`src/rtl/seg_scan_display.sv`:
```
// rtl/seg_scan_display.sv - binary-to-BCD double-dabble converter driving a scanned 8-digit 7-segment display
module seg_scan_display #(
  parameter int SCAN_DIV = 50000
) (
  input  logic        sys_clk,
  input  logic        sys_rst_n,
  input  logic [31:0] data_in,
  output logic [7:0]  dig_sel,
  output logic [7:0]  seg,
  output logic        busy,
  output logic        ovf
);

  localparam int            CW       = (SCAN_DIV > 1) ? $clog2(SCAN_DIV) : 1;
  localparam logic [CW-1:0] SCAN_MAX = CW'(SCAN_DIV - 1);
  localparam logic [31:0]   MAX_DISP = 32'd99_999_999;

  typedef enum logic [1:0] {IDLE, CONV, DONE} state_t;

  state_t        state_q, state_d;
  logic [31:0]   last_val_q, last_val_d;
  logic [31:0]   src_q, src_d;
  logic [31:0]   bcd_acc_q, bcd_acc_d;
  logic [4:0]    iter_q, iter_d;
  logic          busy_q, busy_d;
  logic          ovf_q, ovf_d;
  logic [31:0]   bcd_reg_q, bcd_reg_d;
  logic [CW-1:0] scan_cnt_q, scan_cnt_d;
  logic [2:0]    dig_idx_q, dig_idx_d;
  logic [7:0]    dig_sel_q, dig_sel_d;
  logic [7:0]    seg_q, seg_d;
  logic [31:0]   acc_adj;

  function automatic logic [31:0] dabble_adjust(input logic [31:0] acc);
    logic [31:0] r;
    r = acc;
    for (int i = 0; i < 8; i++) begin
      if (r[4*i +: 4] >= 4'd5) r[4*i +: 4] = r[4*i +: 4] + 4'd3;
    end
    return r;
  endfunction

  function automatic logic [7:0] seg_decode(input logic [3:0] d);
    case (d)
      4'd0:    return 8'h3F;
      4'd1:    return 8'h06;
      4'd2:    return 8'h5B;
      4'd3:    return 8'h4F;
      4'd4:    return 8'h66;
      4'd5:    return 8'h6D;
      4'd6:    return 8'h7D;
      4'd7:    return 8'h07;
      4'd8:    return 8'h7F;
      4'd9:    return 8'h6F;
      default: return 8'h00;
    endcase
  endfunction

  assign acc_adj = dabble_adjust(bcd_acc_q);

  always_comb begin
    state_d    = state_q;
    last_val_d = last_val_q;
    src_d      = src_q;
    bcd_acc_d  = bcd_acc_q;
    iter_d     = iter_q;
    busy_d     = busy_q;
    ovf_d      = ovf_q;
    bcd_reg_d  = bcd_reg_q;
    case (state_q)
      IDLE: begin
        if (data_in != last_val_q) begin
          src_d      = data_in;
          last_val_d = data_in;
          bcd_acc_d  = '0;
          iter_d     = '0;
          busy_d     = 1'b1;
          state_d    = CONV;
        end
      end
      CONV: begin
        // Adjust-then-shift; bits shifted out of the top nibble are dropped.
        {bcd_acc_d, src_d} = {acc_adj, src_q} << 1;
        iter_d = iter_q + 5'd1;
        if (iter_q == 5'd31) state_d = DONE;
      end
      DONE: begin
        busy_d = 1'b0;
        if (last_val_q > MAX_DISP) begin
          ovf_d = 1'b1;
        end else begin
          ovf_d     = 1'b0;
          bcd_reg_d = bcd_acc_q;
        end
        state_d = IDLE;
      end
      default: state_d = IDLE;
    endcase
  end

  always_comb begin
    scan_cnt_d = scan_cnt_q + 1'b1;
    dig_idx_d  = dig_idx_q;
    if (scan_cnt_q == SCAN_MAX) begin
      scan_cnt_d = '0;
      dig_idx_d  = dig_idx_q + 3'd1;
    end
    // Outputs are registered so segment and digit lines switch together.
    dig_sel_d = 8'b1 << dig_idx_q;
    seg_d     = ovf_q ? 8'h40 : seg_decode(bcd_reg_q[4*dig_idx_q +: 4]);
  end

  always_ff @(posedge sys_clk or negedge sys_rst_n) begin
    if (!sys_rst_n) begin
      state_q    <= IDLE;
      last_val_q <= '0;
      src_q      <= '0;
      bcd_acc_q  <= '0;
      iter_q     <= '0;
      busy_q     <= 1'b0;
      ovf_q      <= 1'b0;
      bcd_reg_q  <= '0;
      scan_cnt_q <= '0;
      dig_idx_q  <= '0;
      dig_sel_q  <= 8'h01;
      seg_q      <= 8'h3F;
    end else begin
      state_q    <= state_d;
      last_val_q <= last_val_d;
      src_q      <= src_d;
      bcd_acc_q  <= bcd_acc_d;
      iter_q     <= iter_d;
      busy_q     <= busy_d;
      ovf_q      <= ovf_d;
      bcd_reg_q  <= bcd_reg_d;
      scan_cnt_q <= scan_cnt_d;
      dig_idx_q  <= dig_idx_d;
      dig_sel_q  <= dig_sel_d;
      seg_q      <= seg_d;
    end
  end

  assign dig_sel = dig_sel_q;
  assign seg     = seg_q;
  assign busy    = busy_q;
  assign ovf     = ovf_q;

endmodule
```
`config.mk`:
```
export PLATFORM = sky130hd
export DESIGN_NAME = seg_scan_display
export DESIGN_NICKNAME = d
export VERILOG_FILES = /design/src/rtl/seg_scan_display.sv
export SDC_FILE = /design/constraint.sdc
export NUM_CORES = 1
export LEC_CHECK = 0
export BUFFER_PORTS_ARGS = -buffer_cell sky130_fd_sc_hd__buf_4
export CAP_MARGIN = 10
export CORE_MARGIN = 5
export CORE_UTILIZATION = 45
export CTS_CLUSTER_SIZE = 28
export DETAILED_ROUTE_END_ITERATION = 8
export GPL_ROUTABILITY_DRIVEN = 0
export GPL_TIMING_DRIVEN = 1
export PLACE_DENSITY = 0.69
export SETUP_SLACK_MARGIN = 0.15
export SLEW_MARGIN = 40
export SYNTH_ARGS = -nofsm -noshare
export SYNTH_HDL_FRONTEND = slang
export SYNTH_SLANG_ARGS = --single-unit
```
`constraint.sdc`:
```
create_clock -name sys_clk -period 2.6 [get_ports sys_clk]
set_clock_uncertainty 0.1 [all_clocks]
set_input_delay 0.26 -clock sys_clk [delete_from_list [all_inputs] [get_ports sys_clk]]
set_output_delay 0.26 -clock sys_clk [all_outputs]
set_load 0.1 [all_outputs]
```
# ---- Word-level counts from Yosys, hierarchy flattened
# Memories as Yosys holds them, arrays and structs flattened.
# Index checks and enable logic that the tools add are counted.
# W data, S select, Z words.
dict set report totals {
  reg_bits 172
  output_inout_bits 18
  word_cells 73
  input_bits 34
  rom_bits 112
  n_memories 1
}
# memory words width read_ports rd_clocked_by_memory_dff wr line
set mem_list {}
lappend mem_list {{(name not given)} 16 7 1 0 0 44} ;# case (d)
dict set report classes {
  muxes 22
  bitwise_logic 1
  shifts 2
  n_eq_ne 7
  addsub 11
  n_reduce_logical 8
  n_lt_le_gt_ge 9
}
# cell count
set ops {}
lappend ops {{$pmux W32 S2} 2}
lappend ops {{$mux W32} 2}
lappend ops {{$ge A4 B3 Y1 const B} 8}
lappend ops {{$gt A32 B27 Y1 const B} 1}
lappend ops {{$ne A32 B32 Y1} 1}
lappend ops {{$shiftx A32 B6 Y4} 1}
lappend ops {{$add A4 B2 Y4 const B} 7}
lappend ops {{$mux W4} 7}
lappend ops {{$add A16 B1 Y16 const B} 1}
lappend ops {{$eq A16 B16 Y1 const B} 1}
lappend ops {{$mux W16} 1}
lappend ops {{$pmux W5 S2} 1}
lappend ops {{$reduce_and A2 Y1} 5}
lappend ops {{$mux W8} 1}
lappend ops {{$shl A1 B3 Y8 const A} 1}
lappend ops {{$add A5 B1 Y5 const B} 1}
lappend ops {{$eq A5 B5 Y1 const B} 1}
lappend ops {{$mux W5} 1}
lappend ops {{$mux W2} 2}
lappend ops {{$ne A2 B2 Y1 const B} 2}
lappend ops {{$pmux W2 S2} 1}
lappend ops {{$reduce_bool A2 Y1} 2}
lappend ops {{$add A3 B1 Y3 const B} 1}
lappend ops {{$add A3 B2 Y3 const B} 1}
lappend ops {{7 further kinds} 8}

# ---- Logic depth before layout (Yosys ltp)
dict set report logic_depth {
  depth_word 3
  mapped_depth 9
  mapped_depth_nobuf 8
}

# ---- Worst setup path after synthesis
# Ideal clock, no wire load.
dict set report synth_timing {
  path_type {reg2reg}
  from {register dig_idx_q[0]}
  to {register seg_q[1] (netlist: seg[1])}
  n_path_buf 1
  path_stages_with_launch 8
  arrival_ps 2048
  t_required_ps 2413
  setup_time_ps 87
  slack_ps 364
  path_cell_list {dfrtp_1 -> buf_2 -> mux4_2 -> mux2_2 -> inv_1 -> ha_1 -> nand2b_1 -> a21oi_1}
}
dict set report synth_between {
  elab_chain_len 3
}
# item line
set synth_rtl {}
lappend synth_rtl {{start, declared} 29} ;# logic [2:0] dig_idx_q, dig_idx_d;
lappend synth_rtl {{start signal, assigned} 137} ;# dig_idx_q <= dig_idx_d;
lappend synth_rtl {{$shiftx A32 B6 Y4} 110} ;# seg_d = ovf_q ? 8'h40 : seg_decode(bcd_reg_q[4*dig_idx_q +: 4]);
lappend synth_rtl {{$mem_v2 Z16 W7} -}
lappend synth_rtl {{$mux W8} 110}
lappend synth_rtl {{named net seg_d[1]} 31} ;# logic [7:0] seg_q, seg_d;
lappend synth_rtl {{end signal, assigned} 139} ;# seg_q <= seg_d;
lappend synth_rtl {{end, declared} 31}
# The timed path passes the listed nets, and every way through them passes these cells.
# A chain may end at the register's enable or synchronous reset.

# ---- Final worst setup path
dict set report layout_timing {
  from {input port data_in[14]}
  to {register last_val_q[14]}
}
dict set report layout_between {
  elab_chain_len 2
}
# item line
set layout_rtl {}
lappend layout_rtl {{start, declared} 7} ;# input logic [31:0] data_in,
lappend layout_rtl {{$ne A32 B32 Y1} 72} ;# if (data_in != last_val_q) begin
lappend layout_rtl {{$reduce_and A2 Y1 (no line)} -}
lappend layout_rtl {{end signal, assigned} 129} ;# last_val_q <= last_val_d;
lappend layout_rtl {{end, declared} 21} ;# logic [31:0] last_val_q, last_val_d;
# Several ways; a longest one is shown, not always the timed one.

==> reports/qor.yml <==
slew_violations: 0
critical_path.endpoint_type: "register"
synth.net_count: 763
fin_tns_setup_ps: 0
peakVddDrop_mv: 0.5581
grt_max_degree: 95
wl_per_cell_um: 17.15
cp-startpoint: "data_in[14]"
ys_warn_count: 0
r2r_slack_ps: 250
cts_buffers: 17
initial_core_util: 0.4600
grt_pass1_vias: 5950
min_period_ps: 2408
critPathKind: "in2reg"
period_share: 0.9262
die_h_um: 145.7
grt_pass1_wl_um: 29860
cts_tree: "built"
hold_viol: 0
vias: 5713
status: "completed"
routed_wl_um: 17680
syn_area_per_cell_sq_um: 11.86
drc: 0
reg2reg_from: "last_val_q[12]"
synth_edf_count: 0
p_per_area_mw_per_mm2: 618.7
portBuffers: 50
max_slew.worst_pin.slew_ps: 517.6
cts-htree-levels: 4
fin_nets: 853
finalSetupViolations: 0
clkTransAtPathRegs_ps: 70
clockBufferDepth: 2
dr.pass1.iters: 5
worstPathMaxFanout: 20
cts_root_buf: "clkbuf_16"
overflow: 0
antennaDiodeCount: 0
area_growth_pct: 19.65
antenna_found_initial: 0
ys_seq_area_frac: 0.5171
dieArea_sq_mm: 0.02124
row_count: 49
reg2reg_depth: 6
dp_hpwl_um: 11700
fmax_mhz: 415.3
drtIter0Drc: 402
grt_usage: 0.1685
power.static_leakage_nw: 4.435
cp.required_ps: 2810
syn_inst: 699
clock_latency_ps: 430
pin_count: 52
power_mw: 6.138
fin_util: 0.5504
coreArea_sq_mm: 0.01802
synth_flop_cell: "dfrtp_1"
rsz0062_at_grt: "true"
synth_seq_cells: 171
cts_sinks: 171
slew_headroom: 0.6549
drv_cap: 0
critPathLaunchType: "input port"
routed_via_density: 5.541
ys_types: 48
cp_data_arrival_time_ps: 2620
n_fill_cell: 1453
synthArstFlopShare: 1.000
rr_endpoint: "last_val_q[14]"
syn_area_sq_mm: 0.008292
die_w_um: 145.7
holdCritPathClass: "in2reg"
drive_above_1_share: 0.2344
antenna_left: 0
crit_end: "last_val_q[14]"
## cell type report
| cell class | instances | area (sq um) | share of cell area |
|---|---|---|---|
| multi-input combinational | 474 | 3751 | 0.3781 |
| clock inverter | 15 | 188.9 | 0.01904 |
| tap | 229 | 286.5 | 0.02888 |
| inverter | 24 | 90.09 | 0.009081 |
| timing repair buffer | 101 | 889.6 | 0.08967 |
| clock buffer | 17 | 425.4 | 0.04288 |
| sequential | 171 | 4289 | 0.4323 |
## logic make-up (layout without fill, tap and decap cells)
logic type               after synthesis  count (layout)  share of synthesized area
AND/OR/NAND/NOR                      182             182                     0.1148
XOR/XNOR                              62              62                    0.06549
adder cells (fa/ha/maj)               30              30                    0.04527
multiplexers                          78              78                     0.1168
flip-flops                           171             171                     0.5171
AO/OA/AOI/OAI                        119             121                     0.1046
buffers and inverters                 56             157                    0.03546
other                                  1               1                  0.0004523
## cells in the mapped netlist (2+ instances only)
cell,number,area (sq um)
nand4_1,6,37.54
o21ai_0,22,110.1
ha_1,30,375.4
mux2i_1,2,20.02
nand2_1,54,202.7
and3_1,4,25.02
o32ai_1,5,43.79
a21oi_1,23,115.1
o22ai_1,18,112.6
nand2b_1,10,62.56
nor2_1,27,101.4
xnor2_1,13,113.9
buf_6,8,90.09
a221o_1,31,310.3
and2_1,37,231.5
dfstp_2,7,183.9
clkbuf_1,15,56.30
mux2_1,7,78.83
dfrtp_1,164,4104
mux4_2,8,180.2
nor3_1,5,25.02
nor4b_1,9,78.83
mux2_2,60,675.7
nor4_1,9,56.30
nor2b_1,6,37.54
buf_2,4,20.02
inv_1,23,86.33
nor3b_1,2,15.01
nand3_1,10,50.05
o211ai_1,2,15.01
xor2_1,49,429.2
buf_4,5,37.54
o31ai_1,2,15.01
a31oi_1,8,50.05
## through the flow
| stage | cell area, sq um | hold WS (ps) | instances | worst slack [ps] |
|---|---|---|---|---|
| after floorplan | 8292 | -135.6 | 699 | 364.2 |
| final | 9921 | 24.58 | 1031 | 191.8 |
| after global placement | 8916 | -18.77 | 962 | 117.2 |
| after CTS | 9867 | 10.05 | 1027 | 159.4 |
| after global routing | 9921 | 21.54 | 1031 | 147.9 |
| after detailed placement | 8916 | -16.70 | 962 | 71.13 |
## state kept, by name, summed over array words and instances, names as in the netlist
signal      cells
iter_q          5
scan_cnt_q     16
bcd_reg_q      32
seg             7
src_q          32
last_val_q     32
busy            1
dig_idx_q       3
state_q         2
ovf             1
dig_sel         8
bcd_acc_q      32
## routing by layer
layer | vias up | GRT usage | share of wire
met5 | - | 0 | 0
met4 | 0 | 0.05317 | 0.016
met3 | 23 | 0.03488 | 0.040
met2 | 112 | 0.2769 | 0.50
met1 | 2893 | 0.2249 | 0.45
li1 | 2685 | - | -
## critical path, cell delays in order
cell,delay [ps]
dlygate4sd3_1,560
buf_4,160
xor2_1,150
nor4_1,350
nand4_1,200
buf_4,210
o21ai_4,130
buf_6,240
mux2_2,370
## cells in the final DEF, fill, tap and decap left out, types with 7 or more instances in the layout
cell type	n
dfrtp_1	163
buf_4	62
mux2_2	60
nand2_1	53
xor2_1	49
and2_1	37
dlygate4sd3_1	33
a221o_1	31
ha_1	30
nor2_1	27
inv_1	23
a21oi_1	23
o21ai_0	22
o22ai_1	18
clkbuf_16	17
xnor2_1	13
nand3_1	10
nand2b_1	10
nor4b_1	9
mux4_2	8
a31oi_1	8
nor4_1	7
mux2_1	7
dfstp_2	7
## what timing repair did
| action | CTS | global route |
|---|---|---|
| gates resized for setup | 1 | 5 |
| endpoints found under the hold margin | 223 | 0 |
| endpoints found under the setup margin | 76 | 44 |
| gates cloned | 0 | 2 |
| pin swaps | 0 | 4 |
| hold buffers | 33 | 0 |
| buffers inserted | 0 | 2 |
## power breakdown
group | switching (mW) | total [mW] | internal (mW)
Sequential | 0.123 | 2.91 | 2.78
Clock | 1.09 | 2.63 | 1.53
Combinational | 0.319 | 0.606 | 0.288
## worst min-delay path by stage
stage	start	end	slack [ps]	cells after the start
6_report	data_in[3]	src_q[3]	20	2
4_1_cts	data_in[3]	src_q[3]	10	2
3_5_place_dp	sys_rst_n	last_val_q[9]	-20	1
3_3_place_gp	sys_rst_n	last_val_q[9]	-20	1
5_1_grt	data_in[3]	src_q[3]	20	2
2_1_floorplan	sys_rst_n	bcd_acc_q[0]	-140	0
No activity file was read; power rests on OpenSTA's default activity.
